File: config.mk
export PLATFORM = sky130hd
export DESIGN_NAME = ctrl_pipe_ext
export DESIGN_NICKNAME = d
export VERILOG_FILES = /design/src/rtl/ctrl_pipe_ext.sv
export SDC_FILE = /design/constraint.sdc
export NUM_CORES = 1
export LEC_CHECK = 0
export CAP_MARGIN = 20
export CORE_ASPECT_RATIO = 1.75
export CORE_UTILIZATION = 39
export CTS_BUF_LIST = sky130_fd_sc_hd__clkbuf_16
export DETAILED_ROUTE_END_ITERATION = 10
export PLACE_DENSITY_LB_ADDON = 0.12
export SYNTH_ARGS = -nofsm -noshare
export SYNTH_HDL_FRONTEND = slang
export SYNTH_SLANG_ARGS = --single-unit
File: constraint.sdc
create_clock -name clk -period 1.8 [get_ports clk]
set_input_delay 0.18 -clock clk [delete_from_list [all_inputs] [get_ports clk]]
set_output_delay 0.18 -clock clk [all_outputs]
set_load 0.02 [all_outputs]
File: src/rtl/ctrl_pipe_ext.sv
// =============================================================================
// Module   : ctrl_pipe_ext
// Purpose  : E/M/W control pipeline with valid bits, stall/flush and funct3
//            branch evaluation; optional retire counter via CTRL_PIPE_RETIRE_CNT_EN.
// Revision : 1.0 - initial release
// =============================================================================
`default_nettype none

module ctrl_pipe_ext #(
    parameter int RS_W   = 2,
    parameter int ALUC_W = 3,
    parameter int CNT_W  = 32
) (
    input  logic              clk,
    input  logic              reset,
    input  logic              ValidD,
    input  logic              RegWriteD,
    input  logic [RS_W-1:0]   ResultSrcD,
    input  logic              MemWriteD,
    input  logic              JumpD,
    input  logic              BranchD,
    input  logic [2:0]        funct3D,
    input  logic [ALUC_W-1:0] ALUControlD,
    input  logic              ALUSrcAD,
    input  logic              ALUSrcBD,
    input  logic              StallE,
    input  logic              StallM,
    input  logic              FlushE,
    input  logic              FlushM,
    input  logic              ZeroE,
    input  logic              NegE,
    input  logic              OvfE,
    input  logic              CarryE,
    output logic              PCSrcE,
    output logic              BranchErrE,
    output logic [ALUC_W-1:0] ALUControlE,
    output logic              ALUSrcAE,
    output logic              ALUSrcBE,
    output logic [RS_W-1:0]   ResultSrcE,
    output logic              LoadE,
    output logic              MemWriteM,
    output logic              RegWriteM,
    output logic              RegWriteW,
    output logic [RS_W-1:0]   ResultSrcW,
    output logic              ValidW,
    output logic [CNT_W-1:0]  retired_cnt
);

    localparam logic [RS_W-1:0] c_resultSrcLoad = RS_W'(1);

    logic              w_stallEEff;
    logic              w_cond;
    logic              w_badFunct3;

    logic              r_validE, r_regWriteE, r_memWriteE, r_jumpE, r_branchE;
    logic              r_aluSrcAE, r_aluSrcBE;
    logic [RS_W-1:0]   r_resultSrcE;
    logic [2:0]        r_funct3E;
    logic [ALUC_W-1:0] r_aluControlE;

    logic              r_validM, r_regWriteM, r_memWriteM;
    logic [RS_W-1:0]   r_resultSrcM;

    logic              r_validW, r_regWriteW;
    logic [RS_W-1:0]   r_resultSrcW;

    // A stalled M cannot accept E's instruction, so E must hold too.
    assign w_stallEEff = StallE | StallM;

    always_ff @(posedge clk) begin
        if (reset || FlushE) begin
            r_validE      <= 1'b0;
            r_regWriteE   <= 1'b0;
            r_resultSrcE  <= '0;
            r_memWriteE   <= 1'b0;
            r_jumpE       <= 1'b0;
            r_branchE     <= 1'b0;
            r_funct3E     <= '0;
            r_aluControlE <= '0;
            r_aluSrcAE    <= 1'b0;
            r_aluSrcBE    <= 1'b0;
        end else if (!w_stallEEff) begin
            r_validE      <= ValidD;
            r_regWriteE   <= RegWriteD;
            r_resultSrcE  <= ResultSrcD;
            r_memWriteE   <= MemWriteD;
            r_jumpE       <= JumpD;
            r_branchE     <= BranchD;
            r_funct3E     <= funct3D;
            r_aluControlE <= ALUControlD;
            r_aluSrcAE    <= ALUSrcAD;
            r_aluSrcBE    <= ALUSrcBD;
        end
    end

    // E held while M free: M takes a bubble rather than a duplicate of E.
    always_ff @(posedge clk) begin
        if (reset || FlushM || (w_stallEEff && !StallM)) begin
            r_validM     <= 1'b0;
            r_regWriteM  <= 1'b0;
            r_memWriteM  <= 1'b0;
            r_resultSrcM <= '0;
        end else if (!StallM) begin
            r_validM     <= r_validE;
            r_regWriteM  <= r_regWriteE;
            r_memWriteM  <= r_memWriteE;
            r_resultSrcM <= r_resultSrcE;
        end
    end

    always_ff @(posedge clk) begin
        if (reset || StallM) begin
            r_validW     <= 1'b0;
            r_regWriteW  <= 1'b0;
            r_resultSrcW <= '0;
        end else begin
            r_validW     <= r_validM;
            r_regWriteW  <= r_regWriteM;
            r_resultSrcW <= r_resultSrcM;
        end
    end

    always_ff @(posedge clk) begin
        if (!reset) begin
            assert (!(StallM && !StallE));
        end
    end

    always_comb begin
        w_cond      = 1'b0;
        w_badFunct3 = 1'b0;
        case (r_funct3E)
            3'b000:  w_cond = ZeroE;
            3'b001:  w_cond = ~ZeroE;
            3'b100:  w_cond = NegE ^ OvfE;
            3'b101:  w_cond = ~(NegE ^ OvfE);
            3'b110:  w_cond = ~CarryE;
            3'b111:  w_cond = CarryE;
            default: w_badFunct3 = 1'b1;
        endcase
    end

    assign PCSrcE      = r_validE & ~w_stallEEff & (r_jumpE | (r_branchE & w_cond));
    assign BranchErrE  = r_validE & r_branchE & w_badFunct3;
    assign ALUControlE = r_aluControlE;
    assign ALUSrcAE    = r_aluSrcAE;
    assign ALUSrcBE    = r_aluSrcBE;
    assign ResultSrcE  = r_resultSrcE;
    assign LoadE       = r_validE & (r_resultSrcE == c_resultSrcLoad);
    assign MemWriteM   = r_memWriteM & r_validM;
    assign RegWriteM   = r_regWriteM & r_validM;
    assign RegWriteW   = r_regWriteW & r_validW;
    assign ResultSrcW  = r_resultSrcW;
    assign ValidW      = r_validW;

`ifdef CTRL_PIPE_RETIRE_CNT_EN
    logic [CNT_W-1:0] r_retiredCnt;

    always_ff @(posedge clk) begin
        if (reset) begin
            r_retiredCnt <= '0;
        end else if (r_validW) begin
            r_retiredCnt <= r_retiredCnt + CNT_W'(1);
        end
    end

    assign retired_cnt = r_retiredCnt;
`else
    assign retired_cnt = '0;
`endif

endmodule

`default_nettype wire

==> impl_metrics.env, run 1 <==
export IMPL_status="finished, violations left"
export IMPL_violations="DRC"
export IMPL_r2r_slack_ns=1.09
export IMPL_path_cells="and4b_1, clkdlybuf4s50_1"
export IMPL_synth_seq_area_share_pct=40.0
export IMPL_drc=1
export IMPL_vias=949
export IMPL_internal_power_mw=1.06
export IMPL_stdcell_area_mm2=0.00161
export IMPL_die_h_um=75.4
export IMPL_synthDistinctLibCells=24
export IMPL_ir_worst_vdd_mv=0.584
export IMPL_fp_dieArea_mm2=0.00331
export IMPL_grt_max_degree=16
export IMPL_syn_mean_instance_area_um2=8.23
export IMPL_regToRegStartpoint="r_funct3E[0]"
export IMPL_rows=26
export IMPL_nets=214
export IMPL_viasPerCell=4.39
export IMPL_synthesis_instances=146
export IMPL_arrival_ns=1.48
export IMPL_synth_top_family_by_area="buffers and inverters"
export IMPL_synth_fa_ha_area_share_pct=0
export IMPL_clkPwrFrac_pct=46.3
export IMPL_dpl_hpwl_um=1770
export IMPL_synth_compound_area_share_pct=7.71
export IMPL_swShare_pct=22.3
export IMPL_fin_setup_tns_ns=0
export IMPL_grtUsageTotal_pct=14.3
export IMPL_drt_iter0_drc=21
export IMPL_setup_viol=0
export IMPL_io_buffers=40
export IMPL_ios=73
export IMPL_dpl_instance_area_mm2=0.00151
export IMPL_clk_pin_slew_ns=0.06
export IMPL_start_util_pct=41.0
export IMPL_maxSlewHeadroom_pct=65.7
export IMPL_critical_path_class="flip-flop to output pin"
export IMPL_reg2reg_depth=2
export IMPL_critPathMaxStageDelay_ns=0.60
export IMPL_synth_top_cell_area_share_pct=40.0
export IMPL_area_delta_synth_final_pct=34.4
export IMPL_synthSimpleGateAreaFrac_pct=20.9
export IMPL_fin_crit_sh_pct=92.3
export IMPL_post_route_util_pct=55.1
export IMPL_htreeDepth=1
export IMPL_cp_required_ns=1.62
export IMPL_cap_viol_max_count=0
export IMPL_crit_path_max_fanout=6
export IMPL_synth_top_area_cell="dfxtp_1"
export IMPL_drv_slew=0
export IMPL_synth_xor_area_share_pct=2.92
export IMPL_clkSinkCount=24
export IMPL_diodes=0
export IMPL_cts_made_buffers=3
export IMPL_min_delay_start="r_memWriteE"
export IMPL_yosys_top_cells_area="dfxtp_1 (40%), buf_4 (21%), nand2_1 (9.7%)"
export IMPL_grt_overflow=0
export IMPL_gp_congestion=0.699
export IMPL_crit_family="buffers and inverters"
export IMPL_antenna_found_initial=0
export IMPL_power_leakage_nw=0.667
export IMPL_clock_skew_ns=0.00485
export IMPL_core_mm2=0.00293
export IMPL_ys_seq_elements=24
export IMPL_hold_path_depth=2
export IMPL_clk_latency_ns=0.26
export IMPL_worst_pin_slew_ns=0.515
export IMPL_grt_pass1_wl_um=3590
export IMPL_die_x_um=44.0
export IMPL_drive_gt1_share_pct=6.91
export IMPL_end_kind="output pin"
export IMPL_syn_cell_area_mm2=0.00120
export IMPL_whs_ns=0.453
export IMPL_path_buf_inv=1
export IMPL_slowest_stage="clkdlybuf4s50_1"
export IMPL_drtPass1Iterations=9
export IMPL_clock_path_buffers=2
export IMPL_seq_power_share_pct=40.0
export IMPL_final_hold_viol_count=0
export IMPL_min_to="r_memWriteE"
export IMPL_timing_rr_end="r_funct3E[0]"
export IMPL_cp_start_kind="flip-flop"
export IMPL_setup_worst_path_start="r_validE"
export IMPL_instances_no_fill=216
export IMPL_max_freq_mhz=602
export IMPL_final_cell_mix="clkdlybuf4s50_1 (39), conb_1 (32), nand2_1 (31)"
export IMPL_finalWorstSetupSlack_ns=0.139
export IMPL_place_ws_ns=-0.192
export IMPL_wl_per_cell_um=10.3
export IMPL_min_period_ns=1.66
export IMPL_p_comb_share_pct=13.7
export IMPL_wl_um=2220
export IMPL_hold_class="flip-flop to flip-flop"
export IMPL_placedCellCount=212
export IMPL_finalPower_mw=1.36
export IMPL_cts_root_buf="clkbuf_16"
export IMPL_yosysWarningCount=0
export IMPL_first_global_vias=861
export IMPL_rsz0062_at_grt="no"
export IMPL_cts_tree="done"
export IMPL_p_sw_mw=0.304
export IMPL_pwr_density_cell_mw_per_mm2=844
export IMPL_muxShareOfSynthArea_pct=4.17
export IMPL_final_common_cell="clkdlybuf4s50_1"
export IMPL_nFillCells=302
export IMPL_antenna_left=0
layer usage:
layer	vias to the layer above	global-route usage [%]	part of all wire [%]
met1	422	16.5	37
met4	0	6.06	1.7
met3	5	2.13	7.1
met5	-	0	0
met2	43	25.9	54
li1	479	-	-
synth_stat cells (all sizes together):
master	count
xnor2	4
mux2i	5
a211oi	1
or2	2
buf	37
and3	1
nor3	1
nand3	2
o21ai	2
inv	1
nor2	9
and4b	1
nand2	31
and2	7
a21oi	15
conb	1
clkbuf	1
dfxtp	24
nor2b	1
cells by family (layout without fill, tap and decap cells):
group	Yosys count	in the layout
multiplexers	5	5
XOR/XNOR	4	4
flip-flops	24	24
AO/OA/AOI/OAI	18	18
buffers and inverters	39	50
other	1	32
AND/OR/NAND/NOR	55	55
repair_timing:
action                                  CTS  global route
endpoints found under the setup margin    1             1
gates resized for setup                   1             3
buffers inserted                          0             0
hold buffers                              0             0
hold endpoints to repair                  0             0
pin swaps                                 0             0
power by group through the flow:
stage	Clock, mW	Sequential, mW	Combinational, mW
floorplan	0	0.560	0.163
detailed placement	0	0.557	0.185
CTS	0.640	0.545	0.185
global placement	0	0.557	0.183
global route	0.660	0.546	0.205
finish	0.631	0.545	0.187
worst min-delay path: stages (launching register included):
cell and delay, ns:
dfxtp_1 0.31, nand2_1 0.05, a21oi_1 0.05
state kept, by name (all words and copies together), names as in the netlist:
register / flops
r_regWriteW: 1
r_funct3E: 3
ALUSrcBE: 1
r_memWriteM: 1
r_regWriteE: 1
ValidW: 1
r_jumpE: 1
r_resultSrcM: 2
r_validE: 1
r_memWriteE: 1
r_validM: 1
ALUSrcAE: 1
r_branchE: 1
ResultSrcE: 2
r_regWriteM: 1
ResultSrcW: 2
ALUControlE: 3
how the worst max path moves through the flow:
| stage | depth (start not counted) | end | slack [ns] |
|---|---|---|---|
| floorplan | 4 | PCSrcE | 0.58 |
| global placement | 6 | PCSrcE | -0.15 |
| detailed placement | 6 | PCSrcE | -0.19 |
| CTS | 6 | PCSrcE | 0.04 |
| global route | 2 | BranchErrE | 0.08 |
| finish | 2 | BranchErrE | 0.14 |
final cells by class:
type	instances	area [um^2]	share of cell area, %
timing repair buffer	45	433	26.8
clock inverter	1	30.0	1.86
inverter	1	3.75	0.233
sequential	24	480	29.8
multi-input combinational	114	557	34.5
tap	28	35.0	2.17
clock buffer	3	75.1	4.65
No activity file was read; power rests on OpenSTA's default activity.
==> inputs of run 2 (changes only) <==
--- a/config.mk
+++ b/config.mk
@@ -5,12 +5,13 @@
 export SDC_FILE = /design/constraint.sdc
 export NUM_CORES = 1
 export LEC_CHECK = 0
+export ABC_AREA = 1
 export CAP_MARGIN = 20
 export CORE_ASPECT_RATIO = 1.75
-export CORE_UTILIZATION = 39
-export CTS_BUF_LIST = sky130_fd_sc_hd__clkbuf_16
+export CORE_UTILIZATION = 41
 export DETAILED_ROUTE_END_ITERATION = 10
 export PLACE_DENSITY_LB_ADDON = 0.12
 export SYNTH_ARGS = -nofsm -noshare
 export SYNTH_HDL_FRONTEND = slang
 export SYNTH_SLANG_ARGS = --single-unit
+export TNS_END_PERCENT = 30
==> impl_metrics.env, run 2 <==
export IMPL_status="completed"
export IMPL_crit_family="buffers and inverters"
export IMPL_wl_um=2490
export IMPL_antenna_left=0
export IMPL_fin_setup_tns_ns=0
export IMPL_synth_top_cell_area_share_pct=36.4
export IMPL_drt_iter0_drc=20
export IMPL_drc=0
export IMPL_cts_root_buf="clkbuf_8"
export IMPL_syn_cell_area_mm2=0.00132
export IMPL_cts_made_buffers=3
export IMPL_grtUsageTotal_pct=14.9
export IMPL_fin_crit_sh_pct=90.5
export IMPL_max_freq_mhz=614
export IMPL_ios=73
export IMPL_rsz0062_at_grt="no"
export IMPL_min_period_ns=1.63
export IMPL_fp_dieArea_mm2=0.00346
export IMPL_end_kind="output pin"
export IMPL_die_x_um=44.9
export IMPL_maxSlewHeadroom_pct=52.7
export IMPL_power_leakage_nw=0.693
export IMPL_synth_edff_count=0
export IMPL_crit_path_max_fanout=5
export IMPL_synth_ff_type="dfxtp_1"
export IMPL_io_buffers=40
export IMPL_grt_overflow=0
export IMPL_yosys_top_cells_area="dfxtp_1 (36%), buf_4 (18%), nand2_1 (14%)"
export IMPL_path_cells="nand2_1, nor2_1, clkdlybuf4s50_1"
export IMPL_post_route_util_pct=55.8
export IMPL_core_mm2=0.00299
export IMPL_yosysWarningCount=0
export IMPL_slowest_stage="clkdlybuf4s50_1"
export IMPL_htreeDepth=1
export IMPL_synth_seq_area_share_pct=36.4
export IMPL_vias=1068
export IMPL_critical_path_class="flip-flop to output pin"
export IMPL_final_common_cell="nand2_1"
export IMPL_finalPower_mw=1.10
export IMPL_place_ws_ns=-0.132
export IMPL_clock_path_buffers=2
export IMPL_critPathMaxStageDelay_ns=0.61
export IMPL_die_h_um=77.1
export IMPL_antenna_found_initial=0
export IMPL_dpl_instance_area_mm2=0.00162
export IMPL_cap_viol_max_count=0
export IMPL_pwr_density_cell_mw_per_mm2=659
export IMPL_hold_class="flip-flop to flip-flop"
export IMPL_clk_pin_slew_ns=0.08
export IMPL_setup_viol=0
export IMPL_drive_gt1_share_pct=13.0
export IMPL_hold_buffers=0
export IMPL_rows=26
export IMPL_arrival_ns=1.45
export IMPL_final_cell_mix="nand2_1 (49), clkdlybuf4s50_1 (38), conb_1 (32)"
export IMPL_clkSinkCount=24
export IMPL_stdcell_area_mm2=0.00167
export IMPL_gp_congestion=0.701
export IMPL_syn_mean_instance_area_um2=7.59
export IMPL_area_delta_synth_final_pct=26.4
export IMPL_grt_pass1_wl_um=4040
export IMPL_dpl_hpwl_um=2040
export IMPL_clk_latency_ns=0.26
export IMPL_yosys_cell_count_top_type="nand2_1"
export IMPL_ys_seq_elements=24
export IMPL_first_global_vias=1015
export IMPL_synthesis_instances=174
export IMPL_cp_required_ns=1.62
export IMPL_synth_top_area_cell="dfxtp_1"
export IMPL_path_buf_inv=1
export IMPL_ir_worst_vdd_mv=0.537
export IMPL_clock_skew_ns=0.00407
export IMPL_grt_max_degree=20
export IMPL_async_reset_ff_share_pct=0
export IMPL_worst_pin_slew_ns=0.709
export IMPL_finalWorstSetupSlack_ns=0.172
export IMPL_synthDistinctLibCells=21
export IMPL_drv_slew=0
export IMPL_cts_tree="done"
export IMPL_cp_start_kind="flip-flop"
export IMPL_nets=241
export IMPL_drtPass1Iterations=4
export IMPL_diodes=0
export IMPL_viasPerCell=4.16
export IMPL_wl_per_cell_um=9.67
export IMPL_start_util_pct=44.1
export IMPL_synthTopCellsByCount="nand2_1 (49), buf_4 (32), dfxtp_1 (24)"
export IMPL_final_hold_viol_count=0
==> run 2: cell type report <==
class	count	area, um^2
Clock buffer	4	55.1
Fill cell	308	1320
Inverter	18	72.6
Multi-Input combinational cell	127	597
Sequential cell	24	480
Tap cell	42	52.6
Timing Repair Buffer	42	413
==> run 2: tightest hold or removal path, delay by kind of cell (launching register included) <==
kind	cells	cell delay, ns
buffers and inverters	1	0.05
AND/OR/NAND/NOR	1	0.03
flip-flops	1	0.32
==> run 2: where the power goes <==
part,leakage (nW),internal (mW),switching [mW]
combinational,0.470,0.0735,0.125
sequential,0.194,0.539,0.00599
clock,0.0288,0.195,0.163
total,0.693,0.808,0.293
==> run 2: final timing paths <==
path | start | to | slack [ns] | depth (start not counted)
worst min register to register | r_resultSrcM[0] | ResultSrcW[0] | 0.43 | 2
worst max-delay path | r_validE | LoadE | 0.17 | 3
worst max register to register | r_funct3E[2] | r_funct3E[2] | 1.06 | 2
worst min-delay path | r_resultSrcM[0] | ResultSrcW[0] | 0.43 | 2
==> run 2: repair_timing <==
action                     4_1_cts  5_1_grt
buffers inserted                 0        0
gates resized for setup          1        3
setup endpoints to repair        1        2
==> run 2: layer usage <==
metal	up-vias	track usage (%)	part of all wire, %
met4	0	4.85	0.84
met5	-	0	0
met2	44	29.1	58
li1	550	-	-
met3	2	2.35	5.3
met1	472	14.7	35
==> run 2: kinds of logic (layout without fill, tap and decap cells) <==
| kind of cell | count (synthesis) | count (layout) | synth area share, % |
|---|---|---|---|
| and+or+nand+nor | 73 | 73 | 23.5 |
| buffers and inverters | 54 | 64 | 27.3 |
| DFF | 24 | 24 | 36.4 |
| AOI/OAI and AO/OA | 22 | 22 | 12.6 |
| other | 1 | 32 | 0.284 |
==> run 2: per-stage QoR <==
stage	hold WS (ns)	std cells
6_report	0.435	257
5_1_grt	0.454	257
4_1_cts	0.440	257
3_5_place_dp	0.426	253
3_3_place_gp	0.415	253
2_1_floorplan	0.319	205
